### src/rtl/status_seg_decoder.sv
// Fourteen-segment status monitor: registers the display pattern, decodes it to a
// status code behind a stability filter, and tracks alarm, entry counters and invalid.
module status_seg_decoder #(
  parameter int unsigned STABLE_CYCLES = 2,
  parameter int unsigned CNT_W         = 8
) (
  input  logic             clk_i,
  input  logic             rst_i,
  input  logic [14:0]      fourteen_seg_i,
  input  logic             alarm_ack_i,
  output logic [2:0]       status_o,
  output logic             status_changed_o,
  output logic             invalid_o,
  output logic             alarm_o,
  output logic [CNT_W-1:0] too_warm_cnt_o,
  output logic [CNT_W-1:0] too_cold_cnt_o
);

  localparam int unsigned SEG_W  = 15;
  localparam int unsigned CODE_W = 3;
  localparam int unsigned STB_W  = 4;

  localparam logic [STB_W-1:0] STB_MAX = STB_W'(STABLE_CYCLES - 1);

  localparam logic [SEG_W-1:0] PAT_RESET    = 15'h0000;
  localparam logic [SEG_W-1:0] PAT_OKAY     = 15'h003F;
  localparam logic [SEG_W-1:0] PAT_WARM     = 15'h0036;
  localparam logic [SEG_W-1:0] PAT_COLD     = 15'h0039;
  localparam logic [SEG_W-1:0] PAT_TOO_WARM = 15'h4036;
  localparam logic [SEG_W-1:0] PAT_TOO_COLD = 15'h4039;

  localparam logic [CODE_W-1:0] CODE_RESET    = 3'd0;
  localparam logic [CODE_W-1:0] CODE_OKAY     = 3'd1;
  localparam logic [CODE_W-1:0] CODE_WARM     = 3'd2;
  localparam logic [CODE_W-1:0] CODE_COLD     = 3'd3;
  localparam logic [CODE_W-1:0] CODE_TOO_WARM = 3'd4;
  localparam logic [CODE_W-1:0] CODE_TOO_COLD = 3'd5;
  localparam logic [CODE_W-1:0] CODE_INVALID  = 3'd7;

  logic [SEG_W-1:0]  seg_q;
  logic [CODE_W-1:0] prev_cand_q;
  logic [STB_W-1:0]  stb_cnt_q;

  logic [CODE_W-1:0] cand_c;
  logic [STB_W-1:0]  stb_cnt_c;
  logic              stable_c;
  logic              valid_accept_c;
  logic              change_c;
  logic              invalid_hit_c;
  logic              warm_entry_c;
  logic              cold_entry_c;

  logic [CODE_W-1:0] status_d;
  logic              changed_d;
  logic              invalid_d;
  logic              alarm_d;
  logic [CNT_W-1:0]  warm_cnt_d;
  logic [CNT_W-1:0]  cold_cnt_d;

  // Pattern-to-code table; anything unrecognised becomes an invalid candidate.
  always_comb begin
    cand_c = CODE_INVALID;
    case (seg_q)
      PAT_RESET:    cand_c = CODE_RESET;
      PAT_OKAY:     cand_c = CODE_OKAY;
      PAT_WARM:     cand_c = CODE_WARM;
      PAT_COLD:     cand_c = CODE_COLD;
      PAT_TOO_WARM: cand_c = CODE_TOO_WARM;
      PAT_TOO_COLD: cand_c = CODE_TOO_COLD;
      default:      cand_c = CODE_INVALID;
    endcase
  end

  // Stability filter: acceptance looks at the count this edge will store, which
  // gives a held pattern exactly STABLE_CYCLES edges of latency to status_o.
  always_comb begin
    stb_cnt_c = '0;
    if (cand_c == prev_cand_q) begin
      stb_cnt_c = (stb_cnt_q >= STB_MAX) ? STB_MAX : stb_cnt_q + STB_W'(1);
    end
    stable_c       = (stb_cnt_c == STB_MAX);
    valid_accept_c = stable_c && (cand_c != CODE_INVALID);
    invalid_hit_c  = stable_c && (cand_c == CODE_INVALID);
    change_c       = valid_accept_c && (cand_c != status_o);
    warm_entry_c   = change_c && (cand_c == CODE_TOO_WARM);
    cold_entry_c   = change_c && (cand_c == CODE_TOO_COLD);
  end

  // Next values for the status, flag and counter registers.
  always_comb begin
    status_d   = status_o;
    changed_d  = change_c;
    invalid_d  = invalid_o;
    alarm_d    = alarm_o;
    warm_cnt_d = too_warm_cnt_o;
    cold_cnt_d = too_cold_cnt_o;

    if (change_c) begin
      status_d = cand_c;
    end

    if (invalid_hit_c) begin
      invalid_d = 1'b1;
    end else if (valid_accept_c) begin
      invalid_d = 1'b0;
    end

    // A new TOO_* entry outranks an acknowledge in the same cycle.
    if (warm_entry_c || cold_entry_c) begin
      alarm_d = 1'b1;
    end else if (alarm_ack_i) begin
      alarm_d = 1'b0;
    end

    if (warm_entry_c && (too_warm_cnt_o != {CNT_W{1'b1}})) begin
      warm_cnt_d = too_warm_cnt_o + CNT_W'(1);
    end
    if (cold_entry_c && (too_cold_cnt_o != {CNT_W{1'b1}})) begin
      cold_cnt_d = too_cold_cnt_o + CNT_W'(1);
    end
  end

  always_ff @(posedge clk_i) begin
    if (rst_i) begin
      seg_q            <= PAT_RESET;
      prev_cand_q      <= CODE_RESET;
      stb_cnt_q        <= '0;
      status_o         <= CODE_RESET;
      status_changed_o <= 1'b0;
      invalid_o        <= 1'b0;
      alarm_o          <= 1'b0;
      too_warm_cnt_o   <= '0;
      too_cold_cnt_o   <= '0;
    end else begin
      seg_q            <= fourteen_seg_i;
      prev_cand_q      <= cand_c;
      stb_cnt_q        <= stb_cnt_c;
      status_o         <= status_d;
      status_changed_o <= changed_d;
      invalid_o        <= invalid_d;
      alarm_o          <= alarm_d;
      too_warm_cnt_o   <= warm_cnt_d;
      too_cold_cnt_o   <= cold_cnt_d;
    end
  end

endmodule

### config.mk
export PLATFORM = sky130hd
export DESIGN_NAME = status_seg_decoder
export DESIGN_NICKNAME = d
export VERILOG_FILES = /design/src/rtl/status_seg_decoder.sv
export SDC_FILE = /design/constraint.sdc
export NUM_CORES = 1
export LEC_CHECK = 0
export BUFFER_PORTS_ARGS = -buffer_cell sky130_fd_sc_hd__buf_2
export CORE_MARGIN = 2
export CORE_UTILIZATION = 25
export CTS_CLUSTER_SIZE = 14
export DETAILED_ROUTE_END_ITERATION = 8
export GPL_TIMING_DRIVEN = 0
export HOLD_SLACK_MARGIN = 0.15
export PLACE_DENSITY_LB_ADDON = 0.12
export SLEW_MARGIN = 20
export SYNTH_ARGS = -nofsm -noshare
export SYNTH_HDL_FRONTEND = slang
export SYNTH_SLANG_ARGS = --single-unit
### constraint.sdc
create_clock -name clk_i -period 3.5 [get_ports clk_i]
set_clock_uncertainty 0.05 [all_clocks]
set_input_delay 0.175 -clock clk_i [delete_from_list [all_inputs] [get_ports clk_i]]
set_output_delay 0.175 -clock clk_i [all_outputs]
set_load 0.02 [all_outputs]
==> results of run 1 <==
==> critical path: stages, from the launching register on <==
cell and delay (ns):
dfxtp_1 0.32, or4_4 0.54, or3_4 0.37, a21oi_4 0.28, o2111ai_2 0.22, a21o_1 0.30
buf_2 0.23, nor4_1 0.39, mux2_2 0.37
==> final cells by class <==
class                   count  area, um2  area share (%)
repair buffers             55        355            12.8
plain buffers              10       40.0            1.44
inverters                   6       22.5           0.812
clock inverters             3       18.8           0.677
well taps                 108        135            4.87
clock buffers               5       68.8            2.48
flip-flops and latches     44        881            31.8
multi-input cells         185       1250            45.2
==> power by group <==
group / internal (mW) / total (mW) / switching, mW
logic: 0.0402 / 0.0750 / 0.0348
registers: 0.513 / 0.523 / 0.00999
clock network: 0.139 / 0.324 / 0.185
total: 0.693 / 0.922 / 0.230
==> registers in the layout, summed over array words and instances (netlist names) <==
name              count
seg_q                15
too_cold_cnt_o        8
too_warm_cnt_o        8
stb_cnt_q             4
prev_cand_q           3
status_o              3
alarm_o               1
invalid_o             1
status_changed_o      1
==> cell families after synthesis <==
kind of cell               after synthesis
adders and majority gates                5
DFF                                     44
AOI/OAI and AO/OA                       49
and+or+nand+nor                        121
xor gates and xnor gates                 3
muxes                                    6
buffers and inverters                   16
other                                    1
==> worst min-delay path by stage <==
stage / end / cells after the start
finish: too_warm_cnt_o[0]$_SDFFE_PP0P_ / 3
global route: too_warm_cnt_o[0]$_SDFFE_PP0P_ / 3
detailed placement: seg_q[3]$_SDFF_PP0_ / 2
floorplan: seg_q[0]$_SDFF_PP0_ / 1
CTS: too_warm_cnt_o[0]$_SDFFE_PP0P_ / 3
global placement: seg_q[3]$_SDFF_PP0_ / 2
==> metrics by stage <==
| step | std cells | worst slack [ns] | utilization (%) | hold WS (ns) | power, mW |
|---|---|---|---|---|---|
| final | 416 | 0.321 | 32.1 | 0.212 | 0.922 |
| after global routing | 416 | 0.132 | 32.1 | 0.251 | 0.973 |
| after CTS | 416 | 0.266 | 32.1 | 0.204 | 0.946 |
| after detailed placement | 392 | 0.310 | 29.3 | 0.337 | 0.598 |
| after global placement | 392 | 0.317 | 29.3 | 0.332 | 0.597 |
| after floorplan | 245 | 0.709 | - | 0.253 | 0.574 |
==> cells in the final DEF (no fill, tap or decap), types with 2 or more instances in the layout <==
cell / instances
nor4_1: 6
nor2b_1: 21
clkbuf_8: 5
xnor2_1: 2
and2_1: 7
o21ai_0: 5
nor3_1: 7
inv_1: 6
mux2_2: 6
buf_2: 41
nor4bb_1: 2
and3_1: 2
nor4b_1: 3
dfxtp_1: 44
nand2_1: 12
o21a_1: 2
o31ai_1: 10
nand2b_1: 2
clkbuf_1: 8
nor2_1: 18
or2_2: 2
dlygate4sd3_1: 16
or3_1: 5
a211oi_1: 4
or2_0: 2
nand4_1: 6
ha_1: 5
a21oi_1: 13
nand3_1: 8
clkinv_2: 2
or4_1: 10
o2111a_1: 2
==> repair_timing <==
| item | in CTS | in global routing |
|---|---|---|
| setup buffers | 0 | 0 |
| hold endpoints to repair | 16 | 0 |
| hold buffers | 16 | 0 |
==> layer usage <==
metal  vias up  GRT usage (%)
li1       1033              -
met5         -              0
met1       963           17.0
met3         7           2.81
met2        56           19.3
met4         0           3.21
==> qor.tcl, run 1 <==
set qor(run_status) {complete, no violations}
set qor(adder_cell_share_of_the_synthesized_area_pct) 2.85
set qor(n_fill_cell) 944
set qor(finalWeightedCongestion) 0.773
set qor(dp.final_hpwl_um) 4280
set qor(placed_area_um2) 2530
set qor(drt-pass1-iter-count) 4
set qor(clockBufferDepth) 2
set qor(netlist_top_cells_count) {dfxtp_1, nor2b_1, nor2_1, a21oi_1, nand2_1}
set qor(cts_tree) {done}
set qor(timing.critical_path.from_type) {flop}
set qor(grt_pass1_wl_um) 9490
set qor(post_synth_and_or_nand_nor_area_fraction_pct) 32.7
set qor(netlist_top_cells_area) {dfxtp_1, nor2b_1, o31ai_1, or4_1, nor2_1}
set qor(worst_setup_path_endpoint) {too_warm_cnt_o[4]$_SDFFE_PP0P_}
set qor(initial_core_util_pct) 25.4
set qor(finalHoldViolCount) 0
set qor(max_slew_violation_count) 0
set qor(final_wl_um) 5760
set qor(yosys.cell_count.top_type) {dfxtp_1}
set qor(clkSinkCount) 44
set qor(worstRegToRegCells) 8
set qor(cts_buf_count) 5
set qor(timing.final.crit_share_pct) 90.8
set qor(max-slew-margin-rel_pct) 43.5
set qor(io_buffers) 39
set qor(final_cell_area_um2) 2770
set qor(yosys_most_used_dff) {dfxtp_1}
set qor(timing_worst_setup_path_type) {flop to flop}
set qor(insertion_delay_ns) 0.30
set qor(r2r-start) {seg_q[9]$_SDFF_PP0_}
set qor(num_io_pins) 40
set qor(n_antenna_cell) 0
set qor(synth_top_area_share_pct) 40.1
set qor(cts_htree_levels) 2
set qor(die_area_um2) 9550
set qor(synth.lib_cells_used.distinct) 52
set qor(post-route-min-period_ns) 3.18
set qor(synth-warning-count) 0
set qor(vias_in_the_first_global_route) 1878
set qor(fmax_ghz) 0.315
set qor(worst_hold_path_type) {input port to flop}
set qor(cap_violations) 0
set qor(peakVddDrop_uv) 122
set qor(post_synth_instance_area_um2) 2200
set qor(antenna_violating_nets_left) 0
set qor(synth-compound-area-share_pct) 17.0
set qor(largest_family_of_logic_cells_by_synthesized_area) {simple AND/OR/NAND/NOR gates}
set qor(worst_ep_arrival_time_ns) 3.32
set qor(grt_setup_unrepaired) {false}
set qor(setup-tns-final_ns) 0
set qor(grt_overflow_total) 0
set qor(clkSlewWorstSetupHoldPaths_ns) 0.09
set qor(synth_area_leader_cell) {dfxtp_1}
set qor(setup-violations-final) 0
set qor(maxUsedRoutingLayer) {met4}
set qor(sequential_share_of_the_synthesized_area_pct) 40.1
set qor(detail_route.wl_per_cell_um) 13.8
set qor(startpoint) {seg_q[9]$_SDFF_PP0_}
set qor(core_area_um2) 8640
set qor(synth.avg_cell_area_um2) 8.96
set qor(postCtsResizedCells) 0
set qor(path_max_fanout) 10
set qor(max_slew.worst_pin.slew_ns) 0.839
set qor(grt_util_all_layers_pct) 12.2
set qor(pin_count_of_the_biggest_net_entering_global_routing) 15
set qor(cts_root_buf) {clkbuf_8}
set qor(post_synth_xor_area_fraction_pct) 1.20
set qor(end_kind) {flop}
set qor(viasPerCell) 4.95
set qor(synth_enable_flop_cells) 0
set qor(drt_iter0_markers) 69
set qor(synth_async_sr_flop_share_pct) 0
set qor(crit-reg2reg-capture) {too_warm_cnt_o[4]$_SDFFE_PP0P_}
set qor(syn2layout_area_growth_pct) 26.3
set qor(wl_met3_um) 298
set qor(synth_mux_area_share_pct) 3.08
set qor(antenna_found_initial) 0
set qor(drt-met1-wl_um) 2750
set qor(synth.net_count) 268
set qor(p_leak_nw) 1.01
set qor(drive_above_1_share_pct) 20.8
set qor(postSynthCellCount) 245
set qor(die_h_um) 97.7
set qor(setup.reg_to_reg.worst_slack_ns) 0.32
set qor(residual_drc) 0
set qor(floorplan.die.width_um) 97.7
set qor(power_density_nw_per_um2) 333
set qor(ys_seq_elements) 44
set qor(route.vias.total) 2059
set qor(critPathRequiredTime_ns) 3.64
set qor(rows) 34
set qor(hold_start) {rst_i}
set qor(met2_wirelength_um) 2650
set qor(nets) 330
No activity file was read; power rests on OpenSTA's default activity.
==> inputs of run 2 (changes only) <==
--- a/config.mk
+++ b/config.mk
@@ -8,6 +8,7 @@
 export BUFFER_PORTS_ARGS = -buffer_cell sky130_fd_sc_hd__buf_2
 export CORE_MARGIN = 2
 export CORE_UTILIZATION = 25
+export CTS_BUF_LIST = sky130_fd_sc_hd__clkbuf_4
 export CTS_CLUSTER_SIZE = 14
 export DETAILED_ROUTE_END_ITERATION = 8
 export GPL_TIMING_DRIVEN = 0
==> constraint.sdc (replaced) <==
create_clock -name clk_i -period 2.8 [get_ports clk_i]
set_clock_uncertainty 0.05 [all_clocks]
set_input_delay 0.14 -clock clk_i [delete_from_list [all_inputs] [get_ports clk_i]]
set_output_delay 0.14 -clock clk_i [all_outputs]
set_load 0.02 [all_outputs]
==> run 2 against run 1 <==
  * Sequential power is 25% higher
  * Maximum frequency is 10% higher
  * Cell count is 6.3% higher
  * Largest power group unchanged
  * Power is 18% higher
  * Non-clock buffer count is 26 higher
  * Die area stayed put
  * Routed wire length is 10% higher
  * Critical path depth is 1 higher
  * Clock-buffer cell count stayed put
  * Combinational power is 40% higher
  * Via count is 5.5% higher
  * The run now ends with setup timing left
==> qor.tcl, run 2 (synthesis results as in run 1) <==
set qor(dp.final_hpwl_um) 4280 ;# unchanged
set qor(post_layout_nonfiller_instances) 442 ;# +6.3%
set qor(num_io_pins) 40 ;# unchanged
set qor(insertion_delay_ns) 0.38 ;# +0.08 ns
set qor(failed_checks) {setup timing}
set qor(timing_worst_setup_path_type) {flop to flop}
set qor(fmax_ghz) 0.346 ;# +10%
set qor(n_antenna_cell) 0 ;# unchanged
set qor(end_kind) {flop}
set qor(residual_drc) 0 ;# unchanged
set qor(die_h_um) 97.7 ;# unchanged
set qor(cell_with_the_largest_stage_delay_on_the_worst_path) {or4_4}
set qor(nets) 356 ;# +7.9%
set qor(io_buffers) 39 ;# unchanged
set qor(cts_tree) {done}
set qor(placed_area_um2) 2530 ;# unchanged
set qor(max_slew_violation_count) 0 ;# unchanged
set qor(finalWeightedCongestion) 0.773 ;# unchanged
set qor(cpMostUsedCell) {or4_4}
set qor(timing.critical_path.from_type) {flop}
set qor(final_wl_um) 6330 ;# +10%
set qor(core_area_um2) 8640 ;# unchanged
set qor(drt-pass1-iter-count) 4 ;# unchanged
set qor(largest_register_ffs) 15 ;# unchanged
set qor(rows) 34 ;# unchanged
set qor(grt_util_all_layers_pct) 13.1 ;# +0.81 points
set qor(setup-violations-final) 5 ;# +5
set qor(cts_htree_levels) 2 ;# unchanged
set qor(viasPerCell) 4.92 ;# -0.67%
set qor(max-slew-margin-rel_pct) 54.4 ;# +11 points
set qor(cts_root_buf) {clkbuf_4}
set qor(grt_pass1_wl_um) 10100 ;# +6.7%
set qor(timing.final.crit_share_pct) 103 ;# +12 points
set qor(clockBufferDepth) 2 ;# unchanged
set qor(cell_depth_of_the_worst_setup_path) 9 ;# +1
set qor(detail_route.wl_per_cell_um) 14.3 ;# +3.5%
set qor(drt_iter0_markers) 79 ;# +14%
set qor(post-route-min-period_ns) 2.89 ;# -0.291 ns
set qor(syn2layout_area_growth_pct) 47.0
set qor(cts_buf_count) 5 ;# unchanged
set qor(antenna_violating_nets_left) 0 ;# unchanged
set qor(p_leak_nw) 1.18 ;# +17%
set qor(postLayoutCoreUtil_pct) 37.4 ;# +5.3 points
set qor(pin_count_of_the_biggest_net_entering_global_routing) 15 ;# unchanged
set qor(timing.critical_path.cells) {or4_4 > or3_4 > a21oi_4 > buf_6 > buf_12 > o211ai_4 > or4_4 > or4_4 > a21oi_2}
set qor(power_density_nw_per_um2) 337 ;# +1.4%
set qor(antenna_found_initial) 0 ;# unchanged
set qor(grt_overflow_total) 0 ;# unchanged
set qor(place_inst) 392 ;# unchanged
set qor(n_fill_cell) 905 ;# -4.1%
set qor(grt_setup_unrepaired) {true}
set qor(finalHoldViolCount) 0 ;# unchanged
set qor(worst_ep_arrival_time_ns) 3.16 ;# -0.16 ns
set qor(max_slew.worst_pin.slew_ns) 0.685 ;# -0.155 ns
set qor(die_area_um2) 9550 ;# unchanged
set qor(layout.cells.most_common_list) {dfxtp_1, buf_2, nor2b_1, buf_4, nor2_1}
set qor(cap_violations) 0 ;# unchanged
set qor(reg.largest.list) {seg_q x15, too_cold_cnt_o x8, too_warm_cnt_o x8}
set qor(final_cell_area_um2) 3230 ;# +16%
set qor(fin_ws_ns) -0.0881 ;# -0.409 ns
set qor(design_power_total_mw) 1.09 ;# +18%
set qor(worstPathBufferInverterCount) 2 ;# +1
set qor(final_common_cell) {dfxtp_1}
set qor(crit_family) {simple AND/OR/NAND/NOR gates}
set qor(peakVddDrop_uv) 140 ;# +14%
set qor(dpl_worst_slack_ns) -0.390 ;# -0.700 ns
set qor(vias_in_the_first_global_route) 2010 ;# +7.0%
set qor(drive_above_1_share_pct) 36.8 ;# +16 points
set qor(holdPathStages) 2 ;# -1
set qor(slowest_delay_ns) 0.54 ;# about the same
set qor(path_max_fanout) 4 ;# -6
set qor(floorplan.die.width_um) 97.7 ;# unchanged
set qor(clkSinkCount) 44 ;# unchanged
set qor(max_flop_register) {seg_q}
set qor(critPathRequiredTime_ns) 3.07 ;# -0.57 ns
set qor(worst_hold_path_type) {flop to flop}
set qor(route.vias.total) 2173 ;# +5.5%
set qor(run_status) {finished, violations left}
set qor(initial_core_util_pct) 25.4 ;# unchanged
set qor(worstRegToRegCells) 9 ;# +1
set qor(clkSlewWorstSetupHoldPaths_ns) 0.15 ;# +0.06 ns
[run 2: cell types whose count changed in the layout (fill, tap and decap cells not counted), moves of 3 or more]
cell and delta:
buf_6 +8, buf_4 +19, o31ai_2 +6, or4_1 -5
nor4_1 -4, or4_4 +5, mux2_2 -4, a21oi_1 -4
mux2_4 +4, a21oi_2 +4, nor4_4 +3, o31ai_1 -7
clkbuf_4 +5, clkbuf_8 -5
[run 2: timing repair]
item                                   CTS  global route
setup buffers                           17             9
pin swaps                               16            17
setup endpoints to repair               18            20
hold buffers                            17             0
endpoints found under the hold margin   17             0
gates resized for setup                 29            33
[run 2: metal layers]
layer  wire [um]  part of all wire [%]  global-route usage, %
met1        3020                    48                   17.7
met2        3010                    48                   21.2
met5           0                     0                      0
met4          63                   1.0                   3.21
met3         236                   3.7                   3.02
[run 2: report_power, final]
group / switching, mW / total, mW / internal, mW
clock: 0.232 / 0.329 / 0.0969
sequential: 0.0127 / 0.655 / 0.643
combinational: 0.0486 / 0.105 / 0.0559
total: 0.293 / 1.09 / 0.796
[run 2: path summary, 6_finish.rpt]
kind / from / end / slack [ns]
setup / recovery: seg_q[9]$_SDFF_PP0_ / too_warm_cnt_o[7]$_SDFFE_PP0P_ / -0.09
hold / removal: alarm_o$_SDFFE_PP0P_ / alarm_o$_SDFFE_PP0P_ / 0.44
setup reg to reg: seg_q[9]$_SDFF_PP0_ / too_warm_cnt_o[7]$_SDFFE_PP0P_ / -0.09
hold reg to reg: alarm_o$_SDFFE_PP0P_ / alarm_o$_SDFFE_PP0P_ / 0.44
[run 2: layout make-up]
class / instances / area [um2] / share of cell area, %
Inverter: 6 / 22.5 / 0.698
Sequential cell: 44 / 883 / 27.4
Multi-Input combinational cell: 185 / 1470 / 45.5
Clock buffer: 5 / 37.5 / 1.16
Buffer: 9 / 61.3 / 1.90
Clock inverter: 3 / 18.8 / 0.581
Tap cell: 108 / 135 / 4.19
Timing Repair Buffer: 82 / 599 / 18.6
[run 2: per-stage QoR]
step | setup TNS, ns | hold WS [ns]
2_1_floorplan | 0 | 0.218
3_3_place_gp | -4.23 | 0.297
3_5_place_dp | -3.78 | 0.302
4_1_cts | -0.653 | 0.435
5_1_grt | -1.30 | 0.448
6_report | -0.194 | 0.435
[run 2: worst min-delay path, delay by kind of cell (launching register included)]
| family | cells | cell delay, ns |
|---|---|---|
| AND/OR/NAND/NOR | 1 | 0.07 |
| AO/OA/AOI/OAI | 1 | 0.06 |
| flip-flops | 1 | 0.33 |
==> inputs of run 3 (changes only) <==
--- a/config.mk
+++ b/config.mk
@@ -7,7 +7,7 @@
 export LEC_CHECK = 0
 export BUFFER_PORTS_ARGS = -buffer_cell sky130_fd_sc_hd__buf_2
 export CORE_MARGIN = 2
-export CORE_UTILIZATION = 25
+export CORE_UTILIZATION = 30
 export CTS_BUF_LIST = sky130_fd_sc_hd__clkbuf_4
 export CTS_CLUSTER_SIZE = 14
 export DETAILED_ROUTE_END_ITERATION = 8
==> run 3 against run 2 <==
  * Global-route usage grew 2.4 points
  * Register-to-register slack gained 0.07 ns
  * Routed wire length shrank 4.9%
  * Flip-flop and latch count is the same
  * Maximum frequency grew 2.3%
  * The run still ends with setup timing left
  * Combinational power is essentially flat
  * Critical endpoint unchanged
  * Cell count shrank 4.5%
  * Critical path type unchanged
  * Clock-buffer cell count is the same
  * Highest routed layer unchanged
  * First-iteration DRC count grew 10%
  * Die area shrank 16%
  * Clock power grew 24%
==> qor.tcl, run 3 (synthesis results as in run 1) <==
set qor(finalHoldViolCount) 0 ;# unchanged
set qor(run_status) {finished, violations left}
set qor(end_kind) {flop}
set qor(placed_area_um2) 2510 ;# -0.45%
set qor(timing.critical_path.cells) {or4_4 > or3_4 > a21oi_4 > buf_6 > o2111ai_4 > a21o_4 > buf_4 > or4_1 > a21oi_1}
set qor(final_wl_um) 6020 ;# -4.9%
set qor(antenna_violating_nets_left) 0 ;# unchanged
set qor(critPathRequiredTime_ns) 3.06 ;# about the same
set qor(io_buffers) 39 ;# unchanged
set qor(timing.critical_path.from_type) {flop}
set qor(fin_ws_ns) -0.0223 ;# +0.0659 ns
set qor(grt_overflow_total) 0 ;# unchanged
set qor(n_fill_cell) 707 ;# -22%
set qor(final_common_cell) {dfxtp_1}
set qor(worst_ep_arrival_time_ns) 3.08 ;# -0.08 ns
set qor(dpl_worst_slack_ns) -0.329 ;# +0.0608 ns
set qor(reg.largest.list) {seg_q x15, too_cold_cnt_o x8, too_warm_cnt_o x8}
set qor(residual_drc) 0 ;# unchanged
set qor(met2_wirelength_um) 2790 ;# -7.4%
set qor(rows) 31 ;# -8.8%
set qor(place_inst) 383 ;# -2.3%
set qor(path_max_fanout) 5 ;# +1
set qor(design_power_total_mw) 1.16 ;# +6.9%
set qor(post_layout_nonfiller_instances) 422 ;# -4.5%
set qor(pin_count_of_the_biggest_net_entering_global_routing) 15 ;# unchanged
set qor(detail_route.wl_per_cell_um) 14.3 ;# -0.41%
set qor(cap_violations) 0 ;# unchanged
set qor(timing.final.crit_share_pct) 101 ;# -2.4 points
set qor(grt_util_all_layers_pct) 15.5 ;# +2.4 points
set qor(slowest_delay_ns) 0.53 ;# about the same
set qor(vias_in_the_first_global_route) 2028 ;# +0.90%
set qor(timing_worst_setup_path_type) {flop to flop}
set qor(route.vias.total) 2110 ;# -2.9%
set qor(layout.cells.most_common_list) {dfxtp_1, buf_2, nor2b_1, nor2_1, dlygate4sd3_1}
set qor(grt_pass1_wl_um) 9570 ;# -5.5%
set qor(worstPathBufferInverterCount) 2 ;# unchanged
set qor(die_h_um) 89.6 ;# -8.4%
set qor(die_area_um2) 8020 ;# -16%
set qor(p_leak_nw) 1.12 ;# -5.4%
set qor(drive_above_1_share_pct) 33.1 ;# -3.7 points
set qor(holdWs_ns) 0.436 ;# +0.000344 ns
set qor(num_io_pins) 40 ;# unchanged
set qor(max-slew-margin-rel_pct) 58.8 ;# +4.5 points
set qor(clockBufferDepth) 2 ;# unchanged
set qor(drt-pass1-iter-count) 4 ;# unchanged
set qor(max_slew_violation_count) 0 ;# unchanged
set qor(crit_family) {simple AND/OR/NAND/NOR gates}
set qor(max_flop_register) {seg_q}
set qor(setup.reg_to_reg.worst_slack_ns) -0.02 ;# +0.07 ns
set qor(peakVddDrop_uv) 227 ;# +63%
set qor(finalWeightedCongestion) 0.790 ;# +2.2%
set qor(setup-tns-final_ns) -0.0647 ;# +0.130 ns
set qor(power_density_nw_per_um2) 376 ;# +12%
set qor(max_slew.worst_pin.slew_ns) 0.617 ;# -0.0672 ns
set qor(post-route-min-period_ns) 2.82 ;# -0.0659 ns
set qor(syn2layout_area_growth_pct) 40.9
set qor(clkSinkCount) 44 ;# unchanged
set qor(maxUsedRoutingLayer) {met4}
set qor(cts_tree) {done}
set qor(fmax_ghz) 0.354 ;# +2.3%
set qor(floorplan.die.width_um) 89.6 ;# -8.4%
set qor(cts_buf_count) 5 ;# unchanged
set qor(cell_with_the_largest_stage_delay_on_the_worst_path) {or4_4}
set qor(nets) 345 ;# -3.1%
set qor(cts_root_buf) {clkbuf_4}
set qor(dp.final_hpwl_um) 4040 ;# -5.6%
set qor(cts_htree_levels) 2 ;# unchanged
set qor(viasPerCell) 5.00 ;# +1.7%
set qor(postLayoutCoreUtil_pct) 43.1 ;# +5.7 points
set qor(n_antenna_cell) 0 ;# unchanged
set qor(drt_iter0_markers) 87 ;# +10%
set qor(insertion_delay_ns) 0.37 ;# about the same
set qor(clkSlewWorstSetupHoldPaths_ns) 0.15 ;# about the same
set qor(grt_setup_unrepaired) {true}
set qor(failed_checks) {setup timing}
set qor(largest_register_ffs) 15 ;# unchanged
set qor(initial_core_util_pct) 30.6 ;# +5.2 points
set qor(worst_hold_path_type) {flop to flop}
set qor(wl_met3_um) 216 ;# -8.5%
set qor(final_cell_area_um2) 3090 ;# -4.1%
set qor(core_area_um2) 7180 ;# -17%
set qor(setup-violations-final) 5 ;# unchanged
set qor(antenna_found_initial) 0 ;# unchanged
set qor(drt-met1-wl_um) 2940 ;# -2.7%
## run 3: path summary, 6_finish.rpt
| kind | start | endpoint | depth (start not counted) |
|---|---|---|---|
| worst max register to register | seg_q[11]$_SDFF_PP0_ | too_warm_cnt_o[7]$_SDFFE_PP0P_ | 9 |
| worst min-delay path | alarm_o$_SDFFE_PP0P_ | alarm_o$_SDFFE_PP0P_ | 2 |
| worst max-delay path | seg_q[11]$_SDFF_PP0_ | too_warm_cnt_o[7]$_SDFFE_PP0P_ | 9 |
| worst min register to register | alarm_o$_SDFFE_PP0P_ | alarm_o$_SDFFE_PP0P_ | 2 |
## run 3: worst reg2reg max path: stages (launching register included)
cell	delay [ns]
dfxtp_2	0.34
or4_4	0.53
or3_4	0.37
a21oi_4	0.15
buf_6	0.13
o2111ai_4	0.16
a21o_4	0.25
buf_4	0.16
or4_1	0.49
a21oi_1	0.15
## run 3: repair_timing
action	CTS	global route
hold endpoints to repair	17	0
hold buffers	17	0
setup endpoints to repair	18	19
pin swaps	16	8
gates resized for setup	28	25
buffers inserted	13	2
## run 3: layout make-up
class                      instances  area [um2]  area share [%]
buffer                             9        53.8            1.74
clock buffer                       5        37.5            1.21
clock inverter                     3        42.5            1.37
inverter                           6        22.5           0.728
multi-input combinational        185        1440            46.5
sequential                        44         883            28.5
tap                               99         124            4.00
timing repair buffer              71         493            15.9
## run 3: report_power, final
group          internal (mW)  switching (mW)
clock network          0.187           0.220
registers              0.643          0.0130
logic                 0.0547          0.0471
## run 3: layer usage
metal,up-vias,global-route usage [%]
li1,1063,-
met1,997,20.1
met2,41,25.4
met3,9,3.60
met4,0,4.88
met5,-,0
